===== src/rtl/quartz_countdown.sv =====
// Purpose : two-digit BCD countdown started by the latched quarantine flag
//           QUARTZ. At zero it raises resetQUAR and holds it until the flag
//           owner acknowledges with resetFLAG, then re-arms.
// Latency : the load happens on the edge that samples QUARTZ=1. resetQUAR
//           rises N*TICKS_PER_STEP non-held edges later (N = start value).
// Backpressure: HOLD freezes the prescaler and the digits while counting.
//           EXPIRE waits indefinitely for resetFLAG. No other flow control.
//
// Ports:
//   SLOWCLOCK  in   clock, every flop updates on the rising edge
//   RESET      in   synchronous active-high reset, overrides all inputs
//   QUARTZ     in   quarantine flag level from the flag owner
//   resetFLAG  in   acknowledge from the flag owner, used only in EXPIRE
//   HOLD       in   freezes the countdown while high (ignored in EXPIRE)
//   resetQUAR  out  request to clear QUARTZ (registered)
//   TENS       out  BCD tens digit (registered)
//   UNITS      out  BCD units digit (registered)
//   ACTIVE     out  high in COUNT and EXPIRE (registered)
module quartz_countdown #(
  parameter int unsigned START_TENS     = 1,
  parameter int unsigned START_UNITS    = 4,
  parameter int unsigned TICKS_PER_STEP = 1,
  parameter int unsigned TICK_W         = 8
) (
  input  logic       SLOWCLOCK,
  input  logic       RESET,
  input  logic       QUARTZ,
  input  logic       resetFLAG,
  input  logic       HOLD,
  output logic       resetQUAR,
  output logic [3:0] TENS,
  output logic [3:0] UNITS,
  output logic       ACTIVE
);

  localparam logic [3:0]        LOAD_TENS  = 4'(START_TENS);
  localparam logic [3:0]        LOAD_UNITS = 4'(START_UNITS);
  localparam logic [TICK_W-1:0] TICK_LAST  = TICK_W'(TICKS_PER_STEP - 1);

  typedef enum logic [1:0] {
    IDLE   = 2'd0,
    COUNT  = 2'd1,
    EXPIRE = 2'd2
  } state_t;

  state_t              state_q, state_d;
  logic [3:0]          tens_q, tens_d;
  logic [3:0]          units_q, units_d;
  logic [TICK_W-1:0]   tick_q, tick_d;
  logic                rq_q, rq_d;
  logic                active_q, active_d;

  // One-count decrement of the current BCD value, saturating at 00.
  logic [3:0]          tens_dec, units_dec;
  logic                dec_is_zero;

  always_comb begin
    tens_dec  = tens_q;
    units_dec = units_q;
    if (units_q != 4'd0) begin
      units_dec = units_q - 4'd1;
    end else if (tens_q != 4'd0) begin
      units_dec = 4'd9;
      tens_dec  = tens_q - 4'd1;
    end
    dec_is_zero = (tens_dec == 4'd0) && (units_dec == 4'd0);
  end

  always_comb begin
    state_d  = state_q;
    tens_d   = tens_q;
    units_d  = units_q;
    tick_d   = tick_q;
    rq_d     = rq_q;
    active_d = active_q;

    case (state_q)
      IDLE: begin
        tens_d   = LOAD_TENS;
        units_d  = LOAD_UNITS;
        tick_d   = '0;
        rq_d     = 1'b0;
        active_d = 1'b0;
        if (QUARTZ) begin
          state_d  = COUNT;
          active_d = 1'b1;
        end
      end

      COUNT: begin
        // Losing the flag mid-count abandons the run; it wins over a step.
        if (!QUARTZ) begin
          state_d  = IDLE;
          tens_d   = LOAD_TENS;
          units_d  = LOAD_UNITS;
          tick_d   = '0;
          rq_d     = 1'b0;
          active_d = 1'b0;
        end else if (!HOLD) begin
          if (tick_q < TICK_LAST) begin
            tick_d = tick_q + TICK_W'(1);
          end else begin
            tick_d  = '0;
            tens_d  = tens_dec;
            units_d = units_dec;
            // The edge that writes 00 also raises the clear request.
            if (dec_is_zero) begin
              state_d = EXPIRE;
              rq_d    = 1'b1;
            end
          end
        end
      end

      EXPIRE: begin
        rq_d    = 1'b1;
        tens_d  = 4'd0;
        units_d = 4'd0;
        if (resetFLAG) begin
          state_d  = IDLE;
          tens_d   = LOAD_TENS;
          units_d  = LOAD_UNITS;
          tick_d   = '0;
          rq_d     = 1'b0;
          active_d = 1'b0;
        end
      end

      default: begin
        state_d  = IDLE;
        tens_d   = LOAD_TENS;
        units_d  = LOAD_UNITS;
        tick_d   = '0;
        rq_d     = 1'b0;
        active_d = 1'b0;
      end
    endcase
  end

  always_ff @(posedge SLOWCLOCK) begin
    if (RESET) begin
      state_q  <= IDLE;
      tens_q   <= LOAD_TENS;
      units_q  <= LOAD_UNITS;
      tick_q   <= '0;
      rq_q     <= 1'b0;
      active_q <= 1'b0;
    end else begin
      state_q  <= state_d;
      tens_q   <= tens_d;
      units_q  <= units_d;
      tick_q   <= tick_d;
      rq_q     <= rq_d;
      active_q <= active_d;
    end
  end

  assign resetQUAR = rq_q;
  assign TENS      = tens_q;
  assign UNITS     = units_q;
  assign ACTIVE    = active_q;

endmodule


===== config.mk =====
export PLATFORM = sky130hd
export DESIGN_NAME = quartz_countdown
export DESIGN_NICKNAME = d
export VERILOG_FILES = /design/src/rtl/quartz_countdown.sv
export SDC_FILE = /design/constraint.sdc
export NUM_CORES = 1
export LEC_CHECK = 0
export ABC_AREA = 1
export BUFFER_PORTS_ARGS = -buffer_cell sky130_fd_sc_hd__buf_4
export CORE_ASPECT_RATIO = 0.8
export CORE_UTILIZATION = 35
export CTS_CLUSTER_DIAMETER = 100
export DETAILED_ROUTE_END_ITERATION = 10
export GPL_TIMING_DRIVEN = 0
export PLACE_DENSITY = 0.6
export SLEW_MARGIN = 20
export SYNTH_ARGS = -nofsm -noshare
export SYNTH_HDL_FRONTEND = slang
export SYNTH_SLANG_ARGS = --single-unit

===== constraint.sdc =====
create_clock -name SLOWCLOCK -period 4.5 [get_ports SLOWCLOCK]
set_clock_uncertainty 0.05 [all_clocks]
set_input_delay 0.45 -clock SLOWCLOCK [delete_from_list [all_inputs] [get_ports SLOWCLOCK]]
set_output_delay 0.45 -clock SLOWCLOCK [all_outputs]
set_load 0.01 [all_outputs]

==> run metrics <==
Non-Filler Cell Area, Final=~980 µm²; total via count after detailed routing=869; setup repair after global routing missed its margin=no; Residual DRC=0; wire length of the first global-routing pass=3130 µm; Row Count=15; global placer's final weighted congestion=0.834; achievable frequency=514 MHz; Final HPWL DP=1470 µm; ratio of cells with drive above 1 in the final layout=0.185; Filler Cell Count=244; Area after DPL=between 900 and 1000 µm²; post-synthesis average cell area=6.30 µm²; R2R Setup Slk=about 2.6 ns; via count of the first global-routing pass=740; sequential-to-total area share from yosys stat=0.295; capturing instance or port of the critical path=state_q[0]$_SDFFE_PP0P_; final antenna diode count=0; leakage power of the design=0.435 nW; required time of the critical path=4.63 ns; YS warnings=0; library cell appearing most often on the critical path=nand2_1; Post-CTS Repair Setup Buffers=0; clock tree from TritonCTS=yes; starting density of the core=0.374; RR Endpoint=state_q[0]$_SDFFE_PP0P_; final wirelength=approximately 1900 µm; Worst Path Arrival=2.08 ns; Hold-fix buffers, CTS=0; Post-Syn Nets=139; number of cells traversed by the worst register-to-register path=13; post-synth cell types=21; sort of element at the end of the critical path=flip-flop; number of port buffers=13; Worst Setup Start Kind=flip-flop; Final setup violation count=0; number of sinks driven by the clock tree=12; die height=approximately 45 µm; number of routed nets with antenna violations=0; largest net degree at the start of global routing=11; number of top-level pins=15; post-cts resize count=0; PD cells=roughly 470 nW/µm²; number of detailed-routing iterations run before antenna repair=4; via/cell ratio=5.08; Layout area overhead=20.3%; die outline area=about 2500 µm²; wire length per cell=11.1 µm; clock input transition at the sequential cells of the worst setup and hold paths=0.08 ns; highest net fanout along the worst path=7; Horiz. Die Dim=55.9 µm; sum of overflow across all layers after global routing=0; max cap viols=0; CP Class=flip-flop to flip-flop; r2r startpoint=UNITS[0]$_SDFFE_PP0P_; core region area=2180 µm²; largest vdd supply drop=0.251 mV; number of failing hold endpoints at the final stage=0; Period minus WS final=~1.9 ns; Slew Limit Fails=0; worst setup path start=UNITS[0]$_SDFFE_PP0P_; Max H-tree Level=1; Max Buffers Root-to-Sink=2; list of cells traversed by the critical path=inv_1, ha_1, buf_4, nand2_1, nor2_2, nand2_1, nand3_1, nor3_2, nand2_1, nand2_2, nand3_1, nand2_1, nor2_1; overall track demand over capacity in global routing=0.163; initial antenna violation count=0; number of synthesized register bits=12; result of the run=finished clean; Min-Delay Path Class=primary input to flip-flop; worst rel slew slack=0.574; mapped cell area=813 µm²; slowest stage cell, crit path=dfxtp_1; clock tree root driver cell=clkbuf_4; Post-Syn Instances=129; period utilization=0.433; Critical Path Max Stage Delay=0.38 ns; Inserted Clock Buffers=3; worst-margin pin slew=0.634 ns; drt initial violations=34; worst-skew pair later-pin latency=~0.28 ns; final-layout setup total negative slack=0 ns; final net count=157
through the flow:
| stage | worst slack (ns) | instances | power, W | hold WS [ns] | utilization |
|---|---|---|---|---|---|
| 3_5_place_dp | 2.56 | 167 | 0.000367 | 0.434 | 0.433 |
| 4_1_cts | 2.56 | 171 | 0.000459 | 0.424 | 0.449 |
| 3_3_place_gp | 2.58 | 167 | 0.000364 | 0.419 | 0.433 |
| 2_1_floorplan | 2.77 | 129 | 0.000310 | 0.430 | - |
| 6_report | 2.55 | 171 | 0.000457 | 0.425 | 0.449 |
| 5_1_grt | 2.36 | 171 | 0.000502 | 0.434 | 0.449 |
cell usage in the layout (no fill, tap or decap):
master / netlist / layout
nand2_1: 34 / 34
inv_1: 15 / 15
buf_4: 1 / 14
nor2_1: 14 / 14
nand3_1: 14 / 14
a21oi_1: 14 / 14
dfxtp_1: 12 / 12
o21ai_0: 5 / 5
ha_1: 5 / 5
clkbuf_4: 0 / 3
nor2_2: 2 / 2
nand2_2: 2 / 2
a21oi_2: 2 / 2
inv_2: 1 / 1
nor3_1: 1 / 1
clkbuf_2: 1 / 1
nand4_1: 1 / 1
nor3_2: 1 / 1
o21ai_1: 1 / 1
xor2_1: 1 / 1
o22ai_1: 1 / 1
o221ai_1: 1 / 1
clkbuf_8: 0 / 1
flip-flops by register name, indices dropped and copies added (netlist names):
register and count:
ACTIVE 1, state_q 2, resetQUAR 1, UNITS 4
TENS 4
logic make-up (layout without fill, tap and decap cells):
| logic type | count (synthesis) | in the layout | synth area share |
|---|---|---|---|
| compound gates | 24 | 24 | 0.163 |
| xor+xnor | 1 | 1 | 0.0108 |
| fa+ha+maj | 5 | 5 | 0.0769 |
| buf+inv | 18 | 35 | 0.0892 |
| flops | 12 | 12 | 0.295 |
| simple gates | 69 | 69 | 0.365 |
report_power, final:
group,internal [W],total (W),switching (W)
clock network,0.0000492,0.0000891,0.0000399
registers,0.000124,0.000140,0.0000160
logic,0.0000849,0.000228,0.000143
how the worst min path moves through the flow:
stage | start | to | slack (ns) | depth (start not counted)
2_1_floorplan | state_q[0]$_SDFFE_PP0P_ | state_q[0]$_SDFFE_PP0P_ | 0.43 | 2
3_3_place_gp | ACTIVE$_SDFFE_PP0P_ | ACTIVE$_SDFFE_PP0P_ | 0.42 | 2
3_5_place_dp | ACTIVE$_SDFFE_PP0P_ | ACTIVE$_SDFFE_PP0P_ | 0.43 | 2
4_1_cts | RESET | resetQUAR$_SDFFE_PP0P_ | 0.42 | 2
5_1_grt | RESET | resetQUAR$_SDFFE_PP0P_ | 0.43 | 2
6_report | RESET | resetQUAR$_SDFFE_PP0P_ | 0.43 | 2
synth_stat cells:
cell / n / area, µm²
a21oi_1: 14 / 70.1
a21oi_2: 2 / 17.5
buf_4: 1 / 7.51
clkbuf_2: 1 / 5.00
dfxtp_1: 12 / 240
ha_1: 5 / 62.6
inv_1: 15 / 56.3
inv_2: 1 / 3.75
nand2_1: 34 / 128
nand2_2: 2 / 12.5
nand3_1: 14 / 70.1
nand4_1: 1 / 6.26
nor2_1: 14 / 52.6
nor2_2: 2 / 12.5
nor3_1: 1 / 5.00
nor3_2: 1 / 10.0
o21ai_0: 5 / 25.0
o21ai_1: 1 / 5.00
o221ai_1: 1 / 8.76
o22ai_1: 1 / 6.26
xor2_1: 1 / 8.76
final cells by class:
class	count	area (µm²)	share of cell area
Clock buffer	4	36.3	0.0371
Tap cell	25	31.3	0.0320
Multi-Input combinational cell	99	500	0.512
Inverter	16	60.1	0.0614
Buffer	2	12.5	0.0128
Timing Repair Buffer	13	97.6	0.0997
Sequential cell	12	240	0.246
routing by layer:
metal,wire (µm),GRT usage
met5,0,0
met3,133,0.0458
met2,832,0.270
met1,926,0.209
met4,12,0.0585
critical path, delay by kind of cell (launching register included):
kind                       cells  cell delay (ns)
adders and majority gates      1             0.21
DFF                            1             0.38
and+or+nand+nor               10             0.95
buffers and inverters          2             0.27
(Power assumes the default switching activity.)
